[config.mk]
export PLATFORM = sky130hd
export DESIGN_NAME = spi_sclk_gen_flat
export DESIGN_NICKNAME = d
export VERILOG_FILES = /design/src/rtl/spi_sclk_gen_if.sv /design/src/rtl/spi_sclk_gen.sv /design/src/flat_wrapper.sv
export SDC_FILE = /design/constraint.sdc
export NUM_CORES = 1
export LEC_CHECK = 0
export ABC_AREA = 1
export BUFFER_PORTS_ARGS = -buffer_cell sky130_fd_sc_hd__buf_2
export CAP_MARGIN = 20
export CORE_MARGIN = 2
export CORE_UTILIZATION = 50
export DETAILED_ROUTE_END_ITERATION = 10
export GPL_ROUTABILITY_DRIVEN = 0
export HOLD_SLACK_MARGIN = 0.12
export PLACE_DENSITY = 0.74
export SLEW_MARGIN = 20
export SYNTH_ARGS = -nofsm -noshare
export SYNTH_HDL_FRONTEND = slang
export SYNTH_SLANG_ARGS = --single-unit
[constraint.sdc]
create_clock -name clock -period 4.8 [get_ports clock]
set_input_delay 0.48 -clock clock [delete_from_list [all_inputs] [get_ports clock]]
set_output_delay 0.48 -clock clock [all_outputs]
set_load 0.02 [all_outputs]
[src/rtl/spi_sclk_gen_if.sv]
// ============================================================================
// Module : spi_sclk_gen_if
// Brief  : Request/config and serial-clock/status bundle for spi_sclk_gen.
// Rev    : 1.0
// ============================================================================
`default_nettype none

interface spi_sclk_gen_if #(
    parameter int DIV_W = 8,
    parameter int CNT_W = 16
);
    logic             start;
    logic             stop;
    logic [DIV_W-1:0] div;
    logic [CNT_W-1:0] cycles;
    logic             cpol;
    logic             cpha;
    logic             C;
    logic             busy;
    logic             done;
    logic             aborted;
    logic             sample_stb;
    logic             shift_stb;
    logic [CNT_W-1:0] remaining;

    modport master (
        output start, stop, div, cycles, cpol, cpha,
        input  C, busy, done, aborted, sample_stb, shift_stb, remaining
    );

    modport slave (
        input  start, stop, div, cycles, cpol, cpha,
        output C, busy, done, aborted, sample_stb, shift_stb, remaining
    );
endinterface

`default_nettype wire

[src/rtl/spi_sclk_gen.sv]
// ============================================================================
// Module : spi_sclk_gen
// Brief  : Programmable SPI serial-clock burst generator, all CPOL/CPHA modes.
// Rev    : 1.0
// ============================================================================
`default_nettype none

module spi_sclk_gen #(
    parameter int DIV_W = 8,
    parameter int CNT_W = 16
) (
    input  logic           clock,
    input  logic           reset,
    spi_sclk_gen_if.slave  bus
);

    typedef enum logic [1:0] {
        IDLE = 2'd0,
        PH0  = 2'd1,
        PH1  = 2'd2
    } state_t;

    localparam logic [DIV_W-1:0] DIV_ONE  = {{(DIV_W-1){1'b0}}, 1'b1};
    localparam logic [CNT_W-1:0] CNT_ONE  = {{(CNT_W-1){1'b0}}, 1'b1};
    localparam logic [DIV_W-1:0] DIV_ZERO = '0;
    localparam logic [CNT_W-1:0] CNT_ZERO = '0;

    state_t           state,      state_nxt;
    logic [DIV_W-1:0] timer,      timer_nxt;
    logic [DIV_W-1:0] div_q,      div_nxt;
    logic [CNT_W-1:0] rem,        rem_nxt;
    logic             cpol_q,     cpol_nxt;
    logic             cpha_q,     cpha_nxt;
    logic             sclk,       sclk_nxt;
    logic             busy_q,     busy_nxt;
    logic             done_q,     done_nxt;
    logic             abort_q,    abort_nxt;
    logic             sample_q,   sample_nxt;
    logic             shift_q,    shift_nxt;

    always_ff @(posedge clock or posedge reset) begin
        if (reset) begin
            state    <= IDLE;
            timer    <= DIV_ZERO;
            div_q    <= DIV_ZERO;
            rem      <= CNT_ZERO;
            cpol_q   <= 1'b0;
            cpha_q   <= 1'b0;
            sclk     <= 1'b0;
            busy_q   <= 1'b0;
            done_q   <= 1'b0;
            abort_q  <= 1'b0;
            sample_q <= 1'b0;
            shift_q  <= 1'b0;
        end else begin
            state    <= state_nxt;
            timer    <= timer_nxt;
            div_q    <= div_nxt;
            rem      <= rem_nxt;
            cpol_q   <= cpol_nxt;
            cpha_q   <= cpha_nxt;
            sclk     <= sclk_nxt;
            busy_q   <= busy_nxt;
            done_q   <= done_nxt;
            abort_q  <= abort_nxt;
            sample_q <= sample_nxt;
            shift_q  <= shift_nxt;
        end
    end

    always_comb begin
        state_nxt  = state;
        timer_nxt  = timer;
        div_nxt    = div_q;
        rem_nxt    = rem;
        cpol_nxt   = cpol_q;
        cpha_nxt   = cpha_q;
        sclk_nxt   = sclk;
        busy_nxt   = busy_q;
        done_nxt   = 1'b0;
        abort_nxt  = 1'b0;
        sample_nxt = 1'b0;
        shift_nxt  = 1'b0;

        case (state)
            IDLE: begin
                // Idle bus level follows the live cpol so the line is correct before a burst.
                sclk_nxt = bus.cpol;
                if (bus.start) begin
                    if (bus.cycles != CNT_ZERO) begin
                        div_nxt   = bus.div;
                        rem_nxt   = bus.cycles;
                        cpol_nxt  = bus.cpol;
                        cpha_nxt  = bus.cpha;
                        timer_nxt = bus.div;
                        busy_nxt  = 1'b1;
                        state_nxt = PH0;
                    end else begin
                        done_nxt = 1'b1;
                    end
                end
            end

            PH0, PH1: begin
                if (bus.stop) begin
                    // Abort outranks a coincident timer expiry.
                    state_nxt = IDLE;
                    sclk_nxt  = cpol_q;
                    busy_nxt  = 1'b0;
                    done_nxt  = 1'b1;
                    abort_nxt = 1'b1;
                    rem_nxt   = CNT_ZERO;
                    timer_nxt = DIV_ZERO;
                end else if (timer == DIV_ZERO) begin
                    timer_nxt = div_q;
                    if (state == PH0) begin
                        sclk_nxt   = ~cpol_q;
                        state_nxt  = PH1;
                        sample_nxt = ~cpha_q;
                        shift_nxt  = cpha_q;
                    end else begin
                        sclk_nxt   = cpol_q;
                        sample_nxt = cpha_q;
                        shift_nxt  = ~cpha_q;
                        rem_nxt    = rem - CNT_ONE;
                        if (rem == CNT_ONE) begin
                            state_nxt = IDLE;
                            busy_nxt  = 1'b0;
                            done_nxt  = 1'b1;
                        end else begin
                            state_nxt = PH0;
                        end
                    end
                end else begin
                    timer_nxt = timer - DIV_ONE;
                end
            end

            default: begin
                state_nxt = IDLE;
            end
        endcase
    end

    assign bus.C          = sclk;
    assign bus.busy       = busy_q;
    assign bus.done       = done_q;
    assign bus.aborted    = abort_q;
    assign bus.sample_stb = sample_q;
    assign bus.shift_stb  = shift_q;
    assign bus.remaining  = rem;

endmodule

`default_nettype wire

[src/flat_wrapper.sv]
// flat-port wrapper written by rule: the top's interface ports become plain ports
module spi_sclk_gen_flat 
#(
    parameter int DIV_W = 8,
    parameter int CNT_W = 16
)
  (clock, reset, bus_start, bus_stop, bus_div, bus_cycles, bus_cpol, bus_cpha, bus_C, bus_busy, bus_done, bus_aborted, bus_sample_stb, bus_shift_stb, bus_remaining);
  spi_sclk_gen_if #(.DIV_W(DIV_W), .CNT_W(CNT_W)) bus_i ();
  input  logic clock;
  input  logic reset;
  input wire logic [$bits(bus_i.start)-1:0] bus_start;
  input wire logic [$bits(bus_i.stop)-1:0] bus_stop;
  input wire logic [$bits(bus_i.div)-1:0] bus_div;
  input wire logic [$bits(bus_i.cycles)-1:0] bus_cycles;
  input wire logic [$bits(bus_i.cpol)-1:0] bus_cpol;
  input wire logic [$bits(bus_i.cpha)-1:0] bus_cpha;
  output wire logic [$bits(bus_i.C)-1:0] bus_C;
  output wire logic [$bits(bus_i.busy)-1:0] bus_busy;
  output wire logic [$bits(bus_i.done)-1:0] bus_done;
  output wire logic [$bits(bus_i.aborted)-1:0] bus_aborted;
  output wire logic [$bits(bus_i.sample_stb)-1:0] bus_sample_stb;
  output wire logic [$bits(bus_i.shift_stb)-1:0] bus_shift_stb;
  output wire logic [$bits(bus_i.remaining)-1:0] bus_remaining;
  assign bus_i.start = bus_start;
  assign bus_i.stop = bus_stop;
  assign bus_i.div = bus_div;
  assign bus_i.cycles = bus_cycles;
  assign bus_i.cpol = bus_cpol;
  assign bus_i.cpha = bus_cpha;
  assign bus_C = bus_i.C;
  assign bus_busy = bus_i.busy;
  assign bus_done = bus_i.done;
  assign bus_aborted = bus_i.aborted;
  assign bus_sample_stb = bus_i.sample_stb;
  assign bus_shift_stb = bus_i.shift_stb;
  assign bus_remaining = bus_i.remaining;
  spi_sclk_gen #(.DIV_W(DIV_W), .CNT_W(CNT_W)) u_core (.clock(clock), .reset(reset), .bus(bus_i));
endmodule
# == Word-level counts from Yosys, hierarchy flattened ==
# Cells that the tools add are included.
# classes
bitwise,2
addsub,2
eq_ne,8
n_reduce_logical,11
n_mux,46
# op_table
cell,n
$mux W16,5
$mux W8,4
$pmux W16 S2,1
$mux W1,26
$eq A16 B1 Y1 const B,1
$pmux W8 S2,1
$reduce_bool A16 Y1,1
$sub A16 B1 Y16 const B,1
$mux W2,5
$reduce_and A3 Y1,3
$logic_not A8 Y1,1
$sub A8 B1 Y8 const B,1
$ne A3 B2 Y1 const B,2
$pmux W1 S2,3
$reduce_and A6 Y1,1
$reduce_and A5 Y1,1
$pmux W2 S2,1
$ne A3 B3 Y1 const B,1
$eq A2 B1 Y1 const B,1
$eq A2 B2 Y1 const B,1
$logic_not A2 Y1,1
$ne A2 B1 Y1 const B,1
$ne A2 B2 Y1 const B,1
$not A1 Y1,2
3 further kinds,3
# word_totals
elab_cells,81
reg_bits,42
in_bits,30
output_inout_bits,22

# == Logic depth before layout (Yosys ltp) ==
# Gate-level depths: netlist (run 1).
# depth
ltp_word,6
ltp_mapped,11
ltp_nobuf,10

# == Worst setup path before layout (run 1) ==
# OpenSTA, ideal clock, no wires.
# synth_timing
path_type,reg2reg
from,register u_core.state[0]
to,register u_core.rem[0] (netlist: u_core.bus.remaining[0])
n_path_buf,1
setup_ps,117
stages_incl_launch_ff,12
required_time_ps,4683
arrival_ps,1583
setup_slack_ps,3101
synth_period_minus_slack_ps,1699
cell_sequence,dfrtp_1 -> inv_1 -> ha_1 -> inv_2 -> nor2_4 -> o21ai_4 -> nand2_4 -> inv_2 -> nand4_2 -> buf_2 -> nand2_1 -> nand2_1
# synth_between
elab_chain_cells,4
word_cells_on_any_way,11
classes_between,eq/ne: 6; mux: 1; reduce/logical: 4
# synth_rtl
item,line,source
start: declaration,spi_sclk_gen.sv:28,"state_t state, state_nxt;"
start signal: assignment,spi_sclk_gen.sv:56,state <= state_nxt;
$eq A2 B2 Y1 or $eq A2 B1 Y1 (tied branches),"spi_sclk_gen.sv:85, spi_sclk_gen.sv:116",
$reduce_or A2 Y1,spi_sclk_gen.sv:85,case (state)
"$ne A3 B3 Y1 (no source line), or another cell as far along",-,
$reduce_and A5 Y1 (no source line),-,
end signal: assignment,spi_sclk_gen.sv:59,rem <= rem_nxt;
end: declaration,spi_sclk_gen.sv:31,"logic [CNT_W-1:0] rem, rem_nxt;"
# Several ways; a longest one is shown, not always the timed one.
# A chain may end at the register's enable or synchronous reset.

# == Worst setup path after layout (run 1) ==
# layout_timing
from,register u_core.state[0]
to,register u_core.rem[14] (netlist: u_core.bus.remaining[14])
# Same word-level chain as after synthesis.

==> flow_metrics.env, run 1 <==
export IMPL_path_max_fanout=28
export IMPL_antenna_cells=0
export IMPL_cp_start_kind="register"
export IMPL_synth_top_family_by_area="simple AND/OR/NAND/NOR gates"
export IMPL_routed_wl_um=6603
export IMPL_ant_nets=0
export IMPL_first_pass_iters=5
export IMPL_cp_required_ps=5030
export IMPL_synth_area_per_cell_um2=6.466
export IMPL_hpwl_um=4989
export IMPL_maxCapViolations=0
export IMPL_rows=26
export IMPL_clockRootBuffer="clkbuf_8"
export IMPL_placed_cell_area_mm2=0.003050
export IMPL_die_h_um=78.05
export IMPL_drt_iter0_drc=130
export IMPL_synth_cell_types=27
export IMPL_peakVddDrop_uv=320.4
export IMPL_synthArstFlopShare=1.000
export IMPL_final_layout_size_suffix_gt1_frac=0.1498
export IMPL_cts_sinks=42
export IMPL_synth_flop_cell="dfrtp_1"
export IMPL_port_buffers=51
export IMPL_final_setup_tns_ps=0
export IMPL_rsz0062_at_grt="false"
export IMPL_synthesis_nets=460
export IMPL_synthAdderAreaFrac=0.02738
export IMPL_path_class="reg -> reg"
export IMPL_synth_edf_count=0
export IMPL_grt_start_max_net_pins=43
export IMPL_first_global_vias=2689
export IMPL_synth_compound_area_share=0.08398
export IMPL_initial_core_util=0.5267
export IMPL_fp_dieW_um=78.05
export IMPL_tritoncts="yes"
export IMPL_fmax_mhz=417.0
export IMPL_finalCriticalPeriod_ps=2398
export IMPL_grt_use_total=0.2340
export IMPL_final_setup_viol_count=0
export IMPL_skew_ps=8.741
export IMPL_hold_slack_ps=304.7
export IMPL_coreArea_mm2=0.005205
export IMPL_hold_viol_final=0
export IMPL_finalPower_w=0.002125
export IMPL_grt_ovfl_total=0
export IMPL_seq_area_frac_synth=0.3834
export IMPL_synth_xor_area_share=0.01278
export IMPL_numCtsBuffers=5
export IMPL_worst_pin_slew_ps=937.3
export IMPL_syn_area_mm2=0.002741
export IMPL_grt_pass1_wl_um=11560
export IMPL_vias=2782
export IMPL_report_final_slew_viol_count=0
export IMPL_dieArea_mm2=0.006091
export IMPL_yosys_area_share_simple=0.4185
export IMPL_cts_repair_resized=0
export IMPL_clk_pin_slew_worst_paths_ps=80
export IMPL_fin_nets=511
export IMPL_cp_arrival_ps=2630
export IMPL_synth_area_mux_share=0
export IMPL_p_leak_nw=1.739
export IMPL_syn_inst=424
export IMPL_ys_ff_latch=42
export IMPL_stdcell_area_mm2=0.003133
export IMPL_viasPerCell=5.114
export IMPL_h_tree_depth=2
export IMPL_drc=0
export IMPL_cts_buffer_depth=2
export IMPL_status="completed"
export IMPL_min_period_over_period=0.4996
export IMPL_synth_warnings=0
export IMPL_end_kind="register"
export IMPL_clk_latency_ps=290
export IMPL_antenna_found_initial=0
export IMPL_syn_to_final_growth_pct=14.29
export IMPL_post_route_util=0.6019
export IMPL_cts_hold_buffers=0
export IMPL_p_per_area_mw_per_mm2=678.4
export IMPL_hp_class="in -> async"
export IMPL_cts_setup_buffers=0
export IMPL_wl_per_cell_um=12.14
export IMPL_io_pins=52
export IMPL_relSlewSlack=0.3728
## cells by family (layout without fill, tap and decap cells)
group	count (synthesis)	in the layout
buffers and inverters	51	101
adders and majority gates	6	6
xor gates and xnor gates	4	4
AOI/OAI and AO/OA	43	43
DFF	42	42
and+or+nand+nor	278	278
## state kept, by name, indices dropped and copies added, names as in the netlist, 2 cells and up
signal                cells
u_core.div_q              8
u_core.timer              8
u_core.state              2
u_core.bus.remaining     16
## layer usage
metal,up-vias,part of all wire,GRT usage
met3,15,0.053,0.04253
met1,1266,0.43,0.2804
met4,0,0.020,0.08772
li1,1418,-,-
met5,-,0,0
met2,83,0.50,0.4181
## where the power goes
group          internal [W]  switching (W)  leakage [nW]
registers          0.000513       0.000148         0.530
clock network      0.000111       0.000115        0.0431
logic              0.000399       0.000839          1.17
total               0.00102        0.00110          1.74
## cells in the final DEF, fill, tap and decap left out, types with 2 or more instances in the layout
master / synthesis / layout
inv_1: 40 / 40
inv_2: 3 / 3
nor2_2: 2 / 2
buf_2: 3 / 51
clkbuf_8: 0 / 6
nor2_4: 2 / 2
nor2_1: 55 / 55
xor2_1: 3 / 3
o21ai_0: 26 / 26
ha_1: 6 / 6
a21oi_1: 10 / 10
o21ai_1: 4 / 4
dfrtp_1: 42 / 42
nand4_1: 4 / 4
nand2_4: 2 / 2
nand3_1: 24 / 24
nand2_1: 184 / 184
## through the flow
step / std cells / setup WS [ps]
detailed placement: 538 / 2388
global placement: 538 / 2452
global route: 544 / 2163
finish: 544 / 2402
CTS: 544 / 2373
floorplan: 424 / 3101
## Yosys cell counts (2+ instances only)
master / count / share of area
nand2_1: 184 / 0.25
clkbuf_1: 4 / 0.0055
ha_1: 6 / 0.027
xor2_1: 3 / 0.0096
inv_2: 3 / 0.0041
o21ai_0: 26 / 0.047
nand3_1: 24 / 0.044
dfrtp_1: 42 / 0.38
buf_2: 3 / 0.0055
o21ai_1: 4 / 0.0073
nand2_4: 2 / 0.0082
nand4_1: 4 / 0.0091
a21oi_1: 10 / 0.018
nor2_4: 2 / 0.0082
nor2_2: 2 / 0.0046
nor2_1: 55 / 0.075
inv_1: 40 / 0.055
## worst paths after layout
check	start	to	slack [ps]	cells past startpoint
max	u_core.state[0]	u_core.bus.remaining[14]	2400	9
min	reset	u_core.bus.remaining[0]	300	3
max reg2reg	u_core.state[0]	u_core.bus.remaining[14]	2400	9
min reg2reg	u_core.bus.busy	u_core.bus.busy	510	2
max in group asynchronous	reset	u_core.timer[1]	4100	3
min in group clock	bus_cpha	u_core.cpha_q	400	3
## area by class of cell
cell class | count | area (um2)
clock buffers | 6 | 82.58
multi-input cells | 331 | 1488
inverters | 43 | 161.4
well taps | 70 | 87.58
fillers | 534 | 2072
repair buffers | 52 | 262.8
flip-flops and latches | 42 | 1051
## worst max-delay path: stages (launching register included)
cell	delay, ps
dfrtp_1	400
inv_1	60
ha_1	330
inv_2	390
nor2_4	190
o21ai_4	130
nand2_4	80
nor3_4	550
nand2_1	130
nand2_1	80
(Power assumes the default switching activity.)
==> inputs of run 2 (changes only) <==
==> constraint.sdc (replaced) <==
create_clock -name clock -period 2.5 [get_ports clock]
set_input_delay 0.25 -clock clock [delete_from_list [all_inputs] [get_ports clock]]
set_output_delay 0.25 -clock clock [all_outputs]
set_load 0.02 [all_outputs]
==> run 2 against run 1 <==
Net effect:
- combinational power up 95%
- hold slack worse by 160 ps
- cell count up 0.92%
- non-clock buffer count up 3
- largest cell class unchanged
- die area unchanged
- first-iteration DRC count up 12%
- clock power up 100%
- worst setup slack worse by 2100 ps
- routed wire length down 0.39%
- clock skew down 4.5 ps
- core utilization up 0.70 points
- sequential share of layout area down 0.38 points
==> flow_metrics.env, run 2 (synthesis gave the netlist of run 1 again) <==
export IMPL_status="completed"
export IMPL_vias=2731
export IMPL_post_route_util=0.6089
export IMPL_end_kind="register"
export IMPL_wl_per_cell_um=11.98
export IMPL_grt_start_max_net_pins=43
export IMPL_largest_reg_flops=16
export IMPL_skew_ps=4.206
export IMPL_regArea_mm2=0.001051
export IMPL_antenna_cells=0
export IMPL_first_global_vias=2540
export IMPL_intPower_w=0.001999
export IMPL_coreArea_mm2=0.005205
export IMPL_grt_ovfl_total=0
export IMPL_maxCapViolations=0
export IMPL_fp_dieW_um=78.05
export IMPL_dp_cells=540
export IMPL_cts_sinks=42
export IMPL_swShare=0.5172
export IMPL_worst_pin_slew_ps=928.7
export IMPL_multi_input_area_mm2=0.001490
export IMPL_hpwl_um=4802
export IMPL_fin_nets=514
export IMPL_numCtsBuffers=5
export IMPL_pwr_share_seq=0.304
export IMPL_hp_class="in -> reg"
export IMPL_p_sw_w=0.002141
export IMPL_cp_required_ps=2690
export IMPL_io_pins=52
export IMPL_report_final_slew_viol_count=0
export IMPL_cp_arrival_ps=2350
export IMPL_initial_core_util=0.5267
export IMPL_cp_start_kind="register"
export IMPL_syn_to_final_growth_pct=15.61
export IMPL_dieArea_mm2=0.006091
export IMPL_hold_depth=3
export IMPL_drc=0
export IMPL_stdcell_area_mm2=0.003169
export IMPL_fillers=491
export IMPL_rows=26
export IMPL_cts_buffer_depth=2
export IMPL_antenna_found_initial=0
export IMPL_placed_cell_area_mm2=0.003065
export IMPL_finalCriticalPeriod_ps=2159
export IMPL_final_cell_mix="nand2_1 (184), nor2_1 (54), buf_2 (51)"
export IMPL_fmax_mhz=463.1
export IMPL_clk_pin_slew_worst_paths_ps=80
export IMPL_drt_iter0_drc=146
export IMPL_first_pass_iters=4
export IMPL_layout_commonest_cell="nand2_1"
export IMPL_viasPerCell=4.974
export IMPL_final_setup_tns_ps=0
export IMPL_path_max_fanout=15
export IMPL_final_cell_count_no_fill=549
export IMPL_clk_latency_ps=300
export IMPL_grt_use_total=0.2298
export IMPL_cts_setup_buffers=0
export IMPL_grt_pass1_wl_um=11280
export IMPL_relSlewSlack=0.3785
export IMPL_final_setup_viol_count=0
export IMPL_peakVddDrop_uv=624.7
export IMPL_path_class="reg -> reg"
export IMPL_cts_hold_buffers=1
export IMPL_clkPwrFrac=0.111
export IMPL_tritoncts="yes"
export IMPL_clockRootBuffer="clkbuf_8"
export IMPL_finalPower_w=0.004140
export IMPL_die_h_um=78.05
export IMPL_final_layout_size_suffix_gt1_frac=0.1566
export IMPL_p_per_area_mw_per_mm2=1306
export IMPL_h_tree_depth=2
export IMPL_port_buffers=51
export IMPL_comb_power_share=0.585
export IMPL_hold_viol_final=0
export IMPL_min_period_over_period=0.8637
export IMPL_cts_repair_resized=0
export IMPL_ant_nets=0
export IMPL_routed_wl_um=6577
export IMPL_r2r_worst_path_cells=8
export IMPL_p_leak_nw=1.758
export IMPL_rsz0062_at_grt="false"
-- run 2: cell types whose count changed in the layout (fill, tap and decap cells not counted) --
cell	previous run	this run
buf_4	1	3
nor2_2	2	3
clkbuf_1	0	1
clkinv_2	0	1
nor2_1	55	54
dlygate4sd3_1	0	1
-- run 2: worst max-delay path: stages, from the launching register on --
cell and delay [ps]:
dfrtp_1 410, inv_1 70, ha_1 230, inv_1 150, nor2_1 130, nor2_1 730
inv_1 180, nand2_1 100, nand2_1 50
-- run 2: power groups by stage --
stage / combinational (W) / sequential (W) / clock (W)
after CTS: 0.00243 / 0.00125 / 0.000477
after global placement: 0.00238 / 0.00126 / 0
after global routing: 0.00278 / 0.00130 / 0.000495
after floorplan: 0.00170 / 0.00139 / 0
after detailed placement: 0.00242 / 0.00126 / 0
final: 0.00242 / 0.00126 / 0.000461
-- run 2: routing by layer --
metal  up-vias  GRT usage  wire [um]
li1       1425          -          -
met1      1214     0.2756       2923
met2        81     0.4164       3233
met3        11    0.04023        321
met4         0    0.07544         99
met5         -          0          0
-- run 2: area by class of cell --
type                       instances  share of cell area
timing repair buffer              55             0.09080
clock inverter                     1            0.001579
clock buffer                       7             0.02724
sequential                        42              0.3316
multi-input combinational        331              0.4702
inverter                          43             0.05093
tap                               70             0.02764
-- run 2: final timing paths --
kind / from / endpoint / slack, ps
hold reg to reg: u_core.bus.busy / u_core.bus.busy / 490
hold / removal: bus_cpha / u_core.cpha_q / 150
setup reg to reg: u_core.state[0] / u_core.timer[3] / 340
max in group asynchronous: reset / u_core.state[0] / 1520
setup / recovery: u_core.state[0] / u_core.timer[3] / 340
min in group asynchronous: reset / u_core.bus.remaining[1] / 630
-- run 2: metrics by stage --
stage / worst slack [ps] / hold slack (ps)
3_3_place_gp: 485.9 / 415.4
6_report: 340.7 / 148.9
5_1_grt: 150.4 / 171.5
3_5_place_dp: 388.1 / 417.7
2_1_floorplan: 800.8 / 366.8
4_1_cts: 391.2 / 142.4
